==> src/rtl/nibble_serial_adder.sv <==
// Nibble-serial 32-bit adder/subtractor.
// One 4-bit ripple cell processes nibbles LSB first over eight RUN cycles.
module nibble_serial_adder (
    input  logic        clk,
    input  logic        rst,
    input  logic        start,
    input  logic        sub,
    input  logic [31:0] a,
    input  logic [31:0] b,
    output logic        busy,
    output logic        done,
    output logic [31:0] result,
    output logic        carry_out,
    output logic        overflow
);

    typedef enum logic [1:0] {
        IDLE = 2'd0,
        RUN  = 2'd1,
        DONE = 2'd2
    } state_t;

    state_t      state;
    logic [31:0] op_a;
    logic [31:0] op_b;
    logic [31:0] acc;
    logic        carry;
    logic [2:0]  cnt;

    logic [3:0]  nib_sum;
    logic [4:0]  c;
    logic [31:0] acc_nxt;

    // Single 4-bit ripple cell; internal carries kept for overflow detection
    always_comb begin
        c       = 5'd0;
        nib_sum = 4'd0;
        c[0]    = carry;
        for (int i = 0; i < 4; i++) begin
            nib_sum[i] = op_a[i] ^ op_b[i] ^ c[i];
            c[i+1]     = (op_a[i] & op_b[i]) | (c[i] & (op_a[i] ^ op_b[i]));
        end
        acc_nxt = {nib_sum, acc[31:4]};
    end

    // Control FSM, serial datapath and registered outputs
    always_ff @(posedge clk or posedge rst) begin
        if (rst) begin
            state     <= IDLE;
            busy      <= 1'b0;
            done      <= 1'b0;
            result    <= 32'd0;
            carry_out <= 1'b0;
            overflow  <= 1'b0;
            op_a      <= 32'd0;
            op_b      <= 32'd0;
            acc       <= 32'd0;
            carry     <= 1'b0;
            cnt       <= 3'd0;
        end else begin
            unique case (state)
                IDLE, DONE: begin
                    done <= 1'b0;
                    if (start) begin
                        state <= RUN;
                        busy  <= 1'b1;
                        op_a  <= a;
                        op_b  <= sub ? ~b : b;
                        carry <= sub;
                        cnt   <= 3'd0;
                    end else begin
                        state <= IDLE;
                        busy  <= 1'b0;
                    end
                end
                RUN: begin
                    op_a  <= op_a >> 4;
                    op_b  <= op_b >> 4;
                    carry <= c[4];
                    acc   <= acc_nxt;
                    cnt   <= cnt + 3'd1;
                    if (cnt == 3'd7) begin
                        state     <= DONE;
                        busy      <= 1'b0;
                        done      <= 1'b1;
                        result    <= acc_nxt;
                        carry_out <= c[4];
                        overflow  <= c[3] ^ c[4];
                    end
                end
                default: begin
                    state <= IDLE;
                    busy  <= 1'b0;
                    done  <= 1'b0;
                end
            endcase
        end
    end

endmodule
==> config.mk <==
export PLATFORM = sky130hd
export DESIGN_NAME = nibble_serial_adder
export DESIGN_NICKNAME = d
export VERILOG_FILES = /design/src/rtl/nibble_serial_adder.sv
export SDC_FILE = /design/constraint.sdc
export NUM_CORES = 1
export LEC_CHECK = 0
export CAP_MARGIN = 20
export CORE_UTILIZATION = 56
export DETAILED_ROUTE_END_ITERATION = 8
export PLACE_DENSITY = 0.86
export SYNTH_ARGS = -nofsm -noshare
export SYNTH_HDL_FRONTEND = slang
export SYNTH_SLANG_ARGS = --single-unit
==> constraint.sdc <==
create_clock -name clk -period 8.6 [get_ports clk]
set_clock_uncertainty 0.15 [all_clocks]
set_input_delay 2.58 -clock clk [delete_from_list [all_inputs] [get_ports clk]]
set_output_delay 2.58 -clock clk [all_outputs]
set_load 0.005 [all_outputs]
* Word level (Yosys, flattened, before mapping)
Cells that the tools add are included.
Widths: inputs -> output; s select.
** Storage, ports and cells
- Flip-flop bits (word level) :: 138
- Bits in latches :: 0
- Memory bits (writable) :: 0
- Bits in read-only memories :: 0
- Input port bits :: 68
- Output and inout bits :: 36
- Memories :: 0
** Operators by class
- $add $sub $neg :: 1
- $mul :: 0
- Divide/modulo/power cells :: 0
- $lt $le $gt $ge :: 0
- Equal/unequal tests :: 5
- Shift-type cells :: 0
- Muxes and demuxes :: 17
- Bitwise operators :: 22
- Reductions and logical operators :: 5
** Operators by type and width (count)
- $pmux 32 s2 :: 2
- $mux 32 :: 3
- $not 32->32 :: 1
- $xor 1x1->1 :: 9
- $and 1x1->1 :: 8
- $mux 1 :: 6
- $pmux 3 s2 :: 1
- $ne 2x2->1 const B :: 2
- $or 1x1->1 :: 4
- $pmux 1 s2 :: 2
- $pmux 2 s2 :: 1
- $reduce_and 2->1 :: 2
- $add 3x1->3 const B :: 1
- $eq 3x3->1 const B :: 1
- $mux 3 :: 1
- $eq 2x1->1 const B :: 1
- $eq 2x2->1 const B :: 1
- $logic_not 2->1 :: 1
- $mux 2 :: 1
- $reduce_bool 2->1 :: 1
- $reduce_or 2->1 :: 1

* Logic depth before layout (Yosys ltp)
Gate-level depths: netlist of run 1.
- Depth after elaboration :: 10
- Mapped depth :: 9

* Least setup slack after synthesis of run 1
OpenSTA, ideal clock, no wires.
- Kind :: input to register
- Start :: in sub
- End :: reg op_b[1]
- Setup time :: 0.126 ns
- Arrival :: 3.411 ns
- Path slack :: 4.912 ns
- Stages :: 5
- Path buffers :: 2
- Cells stage by stage :: buf_2 > buf_2 > xnor2_1 > nor2_1 > a221o_1
** On the way
- Word-level cells in the longest chain between the ends :: 3
** RTL lines
- start: declaration :: line 7 : input logic sub,
- $mux 32 :: line 68 : op_b <= sub ? ~b : b;
- $mux 32 :: line 64 : if (start) begin
- $pmux 32 s2 :: line 61 : unique case (state)
- end signal: assignment :: line 68
- end signal: assignment :: line 78 : op_b <= op_b >> 4;
- end: declaration :: line 25 : logic [31:0] op_b;
No other way between the ends. The select of a mux whose other input is x is not followed.
A chain may end at the register's enable or synchronous reset.

* Worst setup path in the final report of run 1
- Start :: reg done
- End :: out done
** RTL lines
- start: declaration :: line 11 : output logic done,
- start signal: assignment :: line 51 : done <= 1'b0;
- start signal: assignment :: line 63 : done <= 1'b0;
- start signal: assignment :: line 85 : done <= 1'b1;
No word-level cell between the ends.

==> flow_summary_export.csv, run 1 <==
group,metric,value,unit
status,status,"finished, final reports clean",
worst_setup_path,kind_of_cell_adding_the_most_delay_to_the_critical_path,"buffers and inverters",
sta,worst_slew_margin_rel,0.289,
final_layout,num-fill-cells,614,
clock_network,clock_path_buffers,2,
die,io_pins,104,
clock_network,cts_inserted_buffers,17,
logic_synthesis,yosys_warnings,0,
worst_setup_path,worst_r2r_startpoint,"state[0]$_DFFE_PP0P_",
clock_network,insertion_delay,0.52,ns
routing,detailroute.via_count,4214,
clock_network,cts-resized-gates,0,
logic_synthesis,post_synth_design_cell_area,5640,µm²
grt,first_global_vias,4106,
worst_setup_path,critPathArrivalTime,1.53,ns
sta,maxClockFrequency,235,MHz
routing,remaining_drc_errors,0,
final_layout,layout-drive-gt1-share,0.123,
logic_synthesis,ys_ff_latch,133,
die,initial_utilization,0.577,
die,core_region_area,9770,µm²
grt,antenna_found_initial,0,
power,power_per_cell_area,382,nW/µm²
worst_setup_path,critPathBufInv,1,
worst_hold_path,min_path_type,"reg -> reg",
clock_network,cts_tree,"done",
clock_network,cts_root_cell,"sky130_fd_sc_hd__clkbuf_8",
logic_synthesis,dominantRegCellSynth,"sky130_fd_sc_hd__dfrtp_1",
final_layout,final-seq-area,3330,µm²
final_layout,insertedDiodeCount,0,
power,ir_drop,0.192,mV
routing,vias_per_cell,5.73,
clock_network,cts_post_setup_buffers_inserted,0,
logic_synthesis,synth.distinct_cells,26,
sta,rsz0062_at_grt,"false",
logic_synthesis,post_synth_arst_share,1.00,
power,leakage,0.00338,µW
worst_setup_path,cp_slowest_cell,"sky130_fd_sc_hd__clkdlybuf4s50_1",
placed_design,place.gp.congestion,0.796,
final_layout,multiInputGateArea,2090,µm²
worst_hold_path,hold_path_startpoint,"acc[5]$_DFFE_PP0P_",
clock_network,clock_slew_seen_by_the_registers_of_the_worst_setup_and_hold_paths,0.06,ns
sta,max_slew.worst_pin.slew,1.07,ns
routing,drtPass1Iterations,6,
final_layout,final_core_util,0.750,
routing,drt-initial-drc-count,304,
grt,grt_start_max_net_pins,134,
logic_synthesis,sequential_fraction_of_the_synthesis_area,0.590,
final_layout,finish.net_count,664,
worst_setup_path,worstPathRequired,5.87,ns
routing,route.final.wire_length,12800,µm
logic_synthesis,syn_area_per_cell,11.3,µm²
sta,timing.final.crit_share,0.495,
clock_network,numClockSinks,133,
grt,grt_first_pass_wirelength,20100,µm
sta,period_needed,4.26,ns
grt,grt_overflow,0,
die,chipWidth,102,µm
clock_network,cts-htree-levels,4,
sta,finalMaxSlewViolations,0,
logic_synthesis,synthCells,501,
worst_setup_path,worst-path-max-fanout,4,
routing,post_detailed_route_wirelength_per_cell,17.3,µm
worst_setup_path,slowest_cell_delay_on_critical_path,0.55,ns
grt,grtUsageTotal,0.257,
final_layout,areaGrowthSynthToFinish,29.9,%
routing,detail-route-antenna-nets,0,
clock_network,cts_hold_buf,0,
logic_synthesis,mappedNetlistNets,575,
sta,finalHoldViolCount,0,
placed_design,io_buffers,103,
die,die_footprint,10500,µm²
die,fp-row-count,36,
placed_design,dp.final_hpwl,7530,µm
die,die_height,102,µm
worst_setup_path,cp-start-kind,"flip-flop",
sta,hold_slack,0.333,ns
sta,setup_violation_total_in_the_final_timing_report,0,
worst_setup_path,critical_path.cell_chain,"clkdlybuf4s50_1",
job,max_cap_violations,0,
logic_synthesis,synth_enable_flop_cells,0,
worst_setup_path,critical_path_class,"reg -> out",
sta,setup_total_negative_slack,0,ns
worst_setup_path,crit_start,"done$_DFFE_PP0P_",
worst_setup_path,worst_setup_path_end_kind,"output port",
## cell usage after synthesis (5+ instances only)
cell type | n | area, µm²
sky130_fd_sc_hd__nand2_1 | 110 | 413
sky130_fd_sc_hd__a221o_1 | 31 | 310
sky130_fd_sc_hd__inv_1 | 10 | 37.5
sky130_fd_sc_hd__nor2_1 | 29 | 109
sky130_fd_sc_hd__mux2_2 | 29 | 327
sky130_fd_sc_hd__dfrtp_1 | 133 | 3330
sky130_fd_sc_hd__a22o_1 | 10 | 87.6
sky130_fd_sc_hd__a22oi_1 | 26 | 195
sky130_fd_sc_hd__clkbuf_1 | 16 | 60.1
sky130_fd_sc_hd__buf_4 | 5 | 37.5
sky130_fd_sc_hd__xnor2_1 | 28 | 245
sky130_fd_sc_hd__xor2_1 | 5 | 43.8
sky130_fd_sc_hd__buf_2 | 16 | 80.1
sky130_fd_sc_hd__nand3_1 | 27 | 135
## cell families (layout without fill, tap and decap cells)
family,Yosys count,in the layout,share of synthesized area
and+or+nand+nor,174,174,0.125
buffers and inverters,49,151,0.0421
DFF,133,133,0.590
AOI/OAI and AO/OA,76,76,0.114
muxes,30,30,0.0599
xor gates and xnor gates,33,33,0.0512
adders and majority gates,6,6,0.0186
## flip-flops by register name, summed over array words and instances (netlist names)
name,flops
cnt,3
op_a,32
carry_out,1
carry,1
overflow,1
busy,1
op_b,32
done,1
state,1
result,32
acc,28
## placed cells by master (no fill, tap or decap), types with 4 or more instances in the layout
cell type / synthesis / layout
sky130_fd_sc_hd__nand3_1: 27 / 27
sky130_fd_sc_hd__clkbuf_16: 0 / 16
sky130_fd_sc_hd__buf_4: 5 / 4
sky130_fd_sc_hd__xnor2_1: 28 / 28
sky130_fd_sc_hd__clkdlybuf4s50_1: 0 / 102
sky130_fd_sc_hd__dfrtp_1: 133 / 133
sky130_fd_sc_hd__xor2_1: 5 / 5
sky130_fd_sc_hd__a22o_1: 10 / 10
sky130_fd_sc_hd__a22oi_1: 26 / 26
sky130_fd_sc_hd__o21ai_1: 4 / 4
sky130_fd_sc_hd__o21ai_0: 4 / 4
sky130_fd_sc_hd__mux2_2: 29 / 29
sky130_fd_sc_hd__nor2_1: 29 / 29
sky130_fd_sc_hd__a221o_1: 31 / 31
sky130_fd_sc_hd__nand2_1: 110 / 110
sky130_fd_sc_hd__inv_8: 0 / 5
sky130_fd_sc_hd__inv_6: 0 / 6
sky130_fd_sc_hd__fa_1: 4 / 4
sky130_fd_sc_hd__inv_1: 10 / 9
## per-stage QoR
stage / setup slack (ns) / cells / area, µm² / total power (µW)
floorplan: 2.32 / 501 / 5640 / 1690
global placement: 4.10 / 702 / 6690 / 1960
detailed placement: 4.01 / 702 / 6690 / 2030
CTS: 4.33 / 734 / 7280 / 2790
global route: 4.29 / 736 / 7330 / 2960
finish: 4.34 / 736 / 7330 / 2800
## layer usage
metal,wire length (µm),up-vias,track usage
met2,6550,178,0.433
met3,724,22,0.0602
met4,206,0,0.0780
met5,0,-,0
met1,5280,2112,0.333
li1,-,1902,-
## worst paths after layout
path                                         to  slack (ns)  cells past startpoint
max                                        done        4.34                      1
min                          acc[5]$_DFFE_PP0P_        0.33                      2
max reg2reg                op_b[22]$_DFFE_PP0P_        5.77                      5
min reg2reg                  acc[5]$_DFFE_PP0P_        0.33                      2
max in group asynchronous   acc[22]$_DFFE_PP0P_        5.20                      3
min in group asynchronous   acc[27]$_DFFE_PP0P_        2.37                      2
## area by class of cell
class / instances / area share
Sequential cell: 133 / 0.454
Multi-Input combinational cell: 319 / 0.285
Timing Repair Buffer: 109 / 0.151
Clock buffer: 17 / 0.0565
Clock inverter: 15 / 0.0251
Tap cell: 133 / 0.0227
Inverter: 10 / 0.00580
## report_power, final
group | internal (µW) | leakage, µW | switching [µW]
sequential | 913 | 0.00167 | 195
combinational | 482 | 0.00142 | 480
clock | 427 | 0.000290 | 307
total | 1820 | 0.00338 | 981
Power figures use the tool's default switching activity.
==> run 2, diff against run 1 <==
--- a/config.mk
+++ b/config.mk
@@ -6,9 +6,9 @@
 export NUM_CORES = 1
 export LEC_CHECK = 0
 export CAP_MARGIN = 20
-export CORE_UTILIZATION = 56
+export CORE_UTILIZATION = 52
 export DETAILED_ROUTE_END_ITERATION = 8
-export PLACE_DENSITY = 0.86
+export PLACE_DENSITY = 0.8
 export SYNTH_ARGS = -nofsm -noshare
 export SYNTH_HDL_FRONTEND = slang
 export SYNTH_SLANG_ARGS = --single-unit
==> constraint.sdc (replaced) <==
create_clock -name clk -period 4.2 [get_ports clk]
set_clock_uncertainty 0.15 [all_clocks]
set_input_delay 1.26 -clock clk [delete_from_list [all_inputs] [get_ports clk]]
set_output_delay 1.26 -clock clk [all_outputs]
set_load 0.005 [all_outputs]
==> flow_summary_export.csv, run 2 (same netlist as run 1, synthesis figures left out) <==
group,metric,value,unit
routing,drtPass1Iterations,5,
die,core_region_area,10400,µm²
clock_network,clock_path_buffers,2,
power,share_seq_of_total_power,0.403,
final_layout,layout-drive-gt1-share,0.126,
grt,grt_first_pass_wirelength,20000,µm
worst_setup_path,crit_start,"done$_DFFE_PP0P_",
final_layout,finish.net_count,666,
sta,hold_slack,0.332,ns
placed_design,io_buffers,103,
power,power_per_cell_area,760,nW/µm²
sta,setup_violation_total_in_the_final_timing_report,0,
sta,post_layout_worst_setup_margin,1.28,ns
power,leakage,0.00337,µW
sta,maxClockFrequency,343,MHz
placed_design,place_ws,0.980,ns
final_layout,num-fill-cells,741,
worst_hold_path,hold_path_startpoint,"acc[4]$_DFFE_PP0P_",
clock_network,cts_hold_buf,0,
placed_design,dp.final_hpwl,7540,µm
clock_network,numClockSinks,133,
clock_network,cts_post_setup_buffers_inserted,0,
routing,route.final.wire_length,11800,µm
clock_network,clock_slew_seen_by_the_registers_of_the_worst_setup_and_hold_paths,0.06,ns
sta,worst_slew_margin_rel,0.397,
clock_network,cts_inserted_buffers,17,
grt,antenna_found_initial,0,
power,netSwitchingPower,1880,µW
routing,vias_per_cell,5.58,
clock_network,cts_root_cell,"sky130_fd_sc_hd__clkbuf_8",
sta,finalMaxSlewViolations,0,
power,post-layout-total-power,5560,µW
grt,grt_overflow,0,
worst_setup_path,critPathArrivalTime,1.51,ns
worst_setup_path,cp_slowest_cell,"sky130_fd_sc_hd__clkdlybuf4s50_1",
die,chipWidth,106,µm
worst_setup_path,critical_path.cell_chain,"clkdlybuf4s50_1",
final_layout,final_common_cell,"sky130_fd_sc_hd__dfrtp_1",
die,fp-row-count,37,
worst_setup_path,cp-start-kind,"flip-flop",
power,ir_drop,0.340,mV
power,power.share.clock,0.245,
routing,post_detailed_route_wirelength_per_cell,15.9,µm
grt,grt_start_max_net_pins,75,
worst_setup_path,worst_setup_path_end_kind,"output port",
final_layout,layout_cells_excl_fill,741,
clock_network,cts-resized-gates,0,
die,die_height,106,µm
worst_setup_path,worst-path-max-fanout,4,
routing,detailroute.via_count,4137,
worst_setup_path,worstPathRequired,2.79,ns
final_layout,final_cell_mix,"sky130_fd_sc_hd__dfrtp_1, sky130_fd_sc_hd__nand2_1, sky130_fd_sc_hd__clkdlybuf4s50_1",
power,fraction_of_power_consumed_by_combinational_cells,0.352,
status,status,"finished, final reports clean",
power,switching_share,0.338,
sta,max_slew.worst_pin.slew,0.905,ns
final_layout,insertedDiodeCount,0,
sta,rsz0062_at_grt,"false",
placed_design,place.detailed.instances,707,
clock_network,cts-htree-levels,4,
worst_setup_path,critical_path_class,"reg -> out",
sta,finalHoldViolCount,0,
clock_network,insertion_delay,0.51,ns
sta,timing.final.crit_share,0.695,
job,max_cap_violations,0,
worst_setup_path,worst_r2r_startpoint,"op_a[0]$_DFFE_PP0P_",
worst_setup_path,kind_of_cell_adding_the_most_delay_to_the_critical_path,"buffers and inverters",
clock_network,cts_tree,"done",
routing,drt-initial-drc-count,234,
worst_setup_path,slowest_cell_delay_on_critical_path,0.57,ns
power,power_report.internal_total,3680,µW
sta,period_needed,2.92,ns
worst_setup_path,critPathBufInv,1,
die,die_footprint,11300,µm²
grt,first_global_vias,4154,
final_layout,areaGrowthSynthToFinish,29.5,%
grt,grtUsageTotal,0.227,
sta,setup_total_negative_slack,0,ns
die,io_pins,104,
placed_design,place.gp.congestion,0.772,
worst_hold_path,min_path_type,"reg -> reg",
final_layout,layout_top_registers,"op_a: 32 flops, op_b: 32 flops, result: 32 flops",
routing,remaining_drc_errors,0,
die,initial_utilization,0.542,
routing,detail-route-antenna-nets,0,
## run 2: cell count changes in the layout (fill, tap and decap cells not counted), moves of 2 or more
cell                       previous run  this run
sky130_fd_sc_hd__inv_6                6         4
sky130_fd_sc_hd__inv_8                5         0
sky130_fd_sc_hd__clkinv_2             0         4
sky130_fd_sc_hd__clkinv_4             1         3
sky130_fd_sc_hd__buf_12               1         3
## run 2: power groups by stage
stage                     clock, µW  sequential, µW  combinational (µW)
after global routing           1450            2310                2180
after floorplan                   0            2150                1300
final                          1360            2240                1950
after detailed placement          0            2250                1920
after CTS                      1390            2240                1950
after global placement            0            2220                1830
## run 2: final cells by class
| class | instances | area, µm² | area share |
|---|---|---|---|
| Inverter | 10 | 41.3 | 0.00565 |
| Tap cell | 136 | 170 | 0.0233 |
| Multi-Input combinational cell | 319 | 2090 | 0.286 |
| Clock inverter | 14 | 126 | 0.0173 |
| Timing Repair Buffer | 111 | 1120 | 0.154 |
| Clock buffer | 18 | 428 | 0.0585 |
| Sequential cell | 133 | 3330 | 0.455 |
## run 2: final timing paths
path	to	slack [ns]	depth (start not counted)
setup / recovery	done	1.28	1
hold / removal	acc[4]$_DFFE_PP0P_	0.33	2
setup reg to reg	result[31]$_DFFE_PP0P_	1.77	8
hold reg to reg	acc[4]$_DFFE_PP0P_	0.33	2
max in group asynchronous	acc[20]$_DFFE_PP0P_	2.03	3
min in group asynchronous	op_b[6]$_DFFE_PP0P_	1.19	3
## run 2: per-layer routing
metal	part of all wire	global-route usage	vias up	wire (µm)
met5	0	0	-	0
met4	0.0041	0.0635	0	48
met3	0.059	0.0595	6	693
met2	0.52	0.383	136	6130
met1	0.42	0.291	2089	4940
li1	-	-	1906	-
## run 2: metrics by stage
stage	cell area (µm²)	utilization
after CTS	7270	0.698
after global placement	6720	0.645
after detailed placement	6720	0.645
after floorplan	5650	-
after global routing	7310	0.702
final	7310	0.702
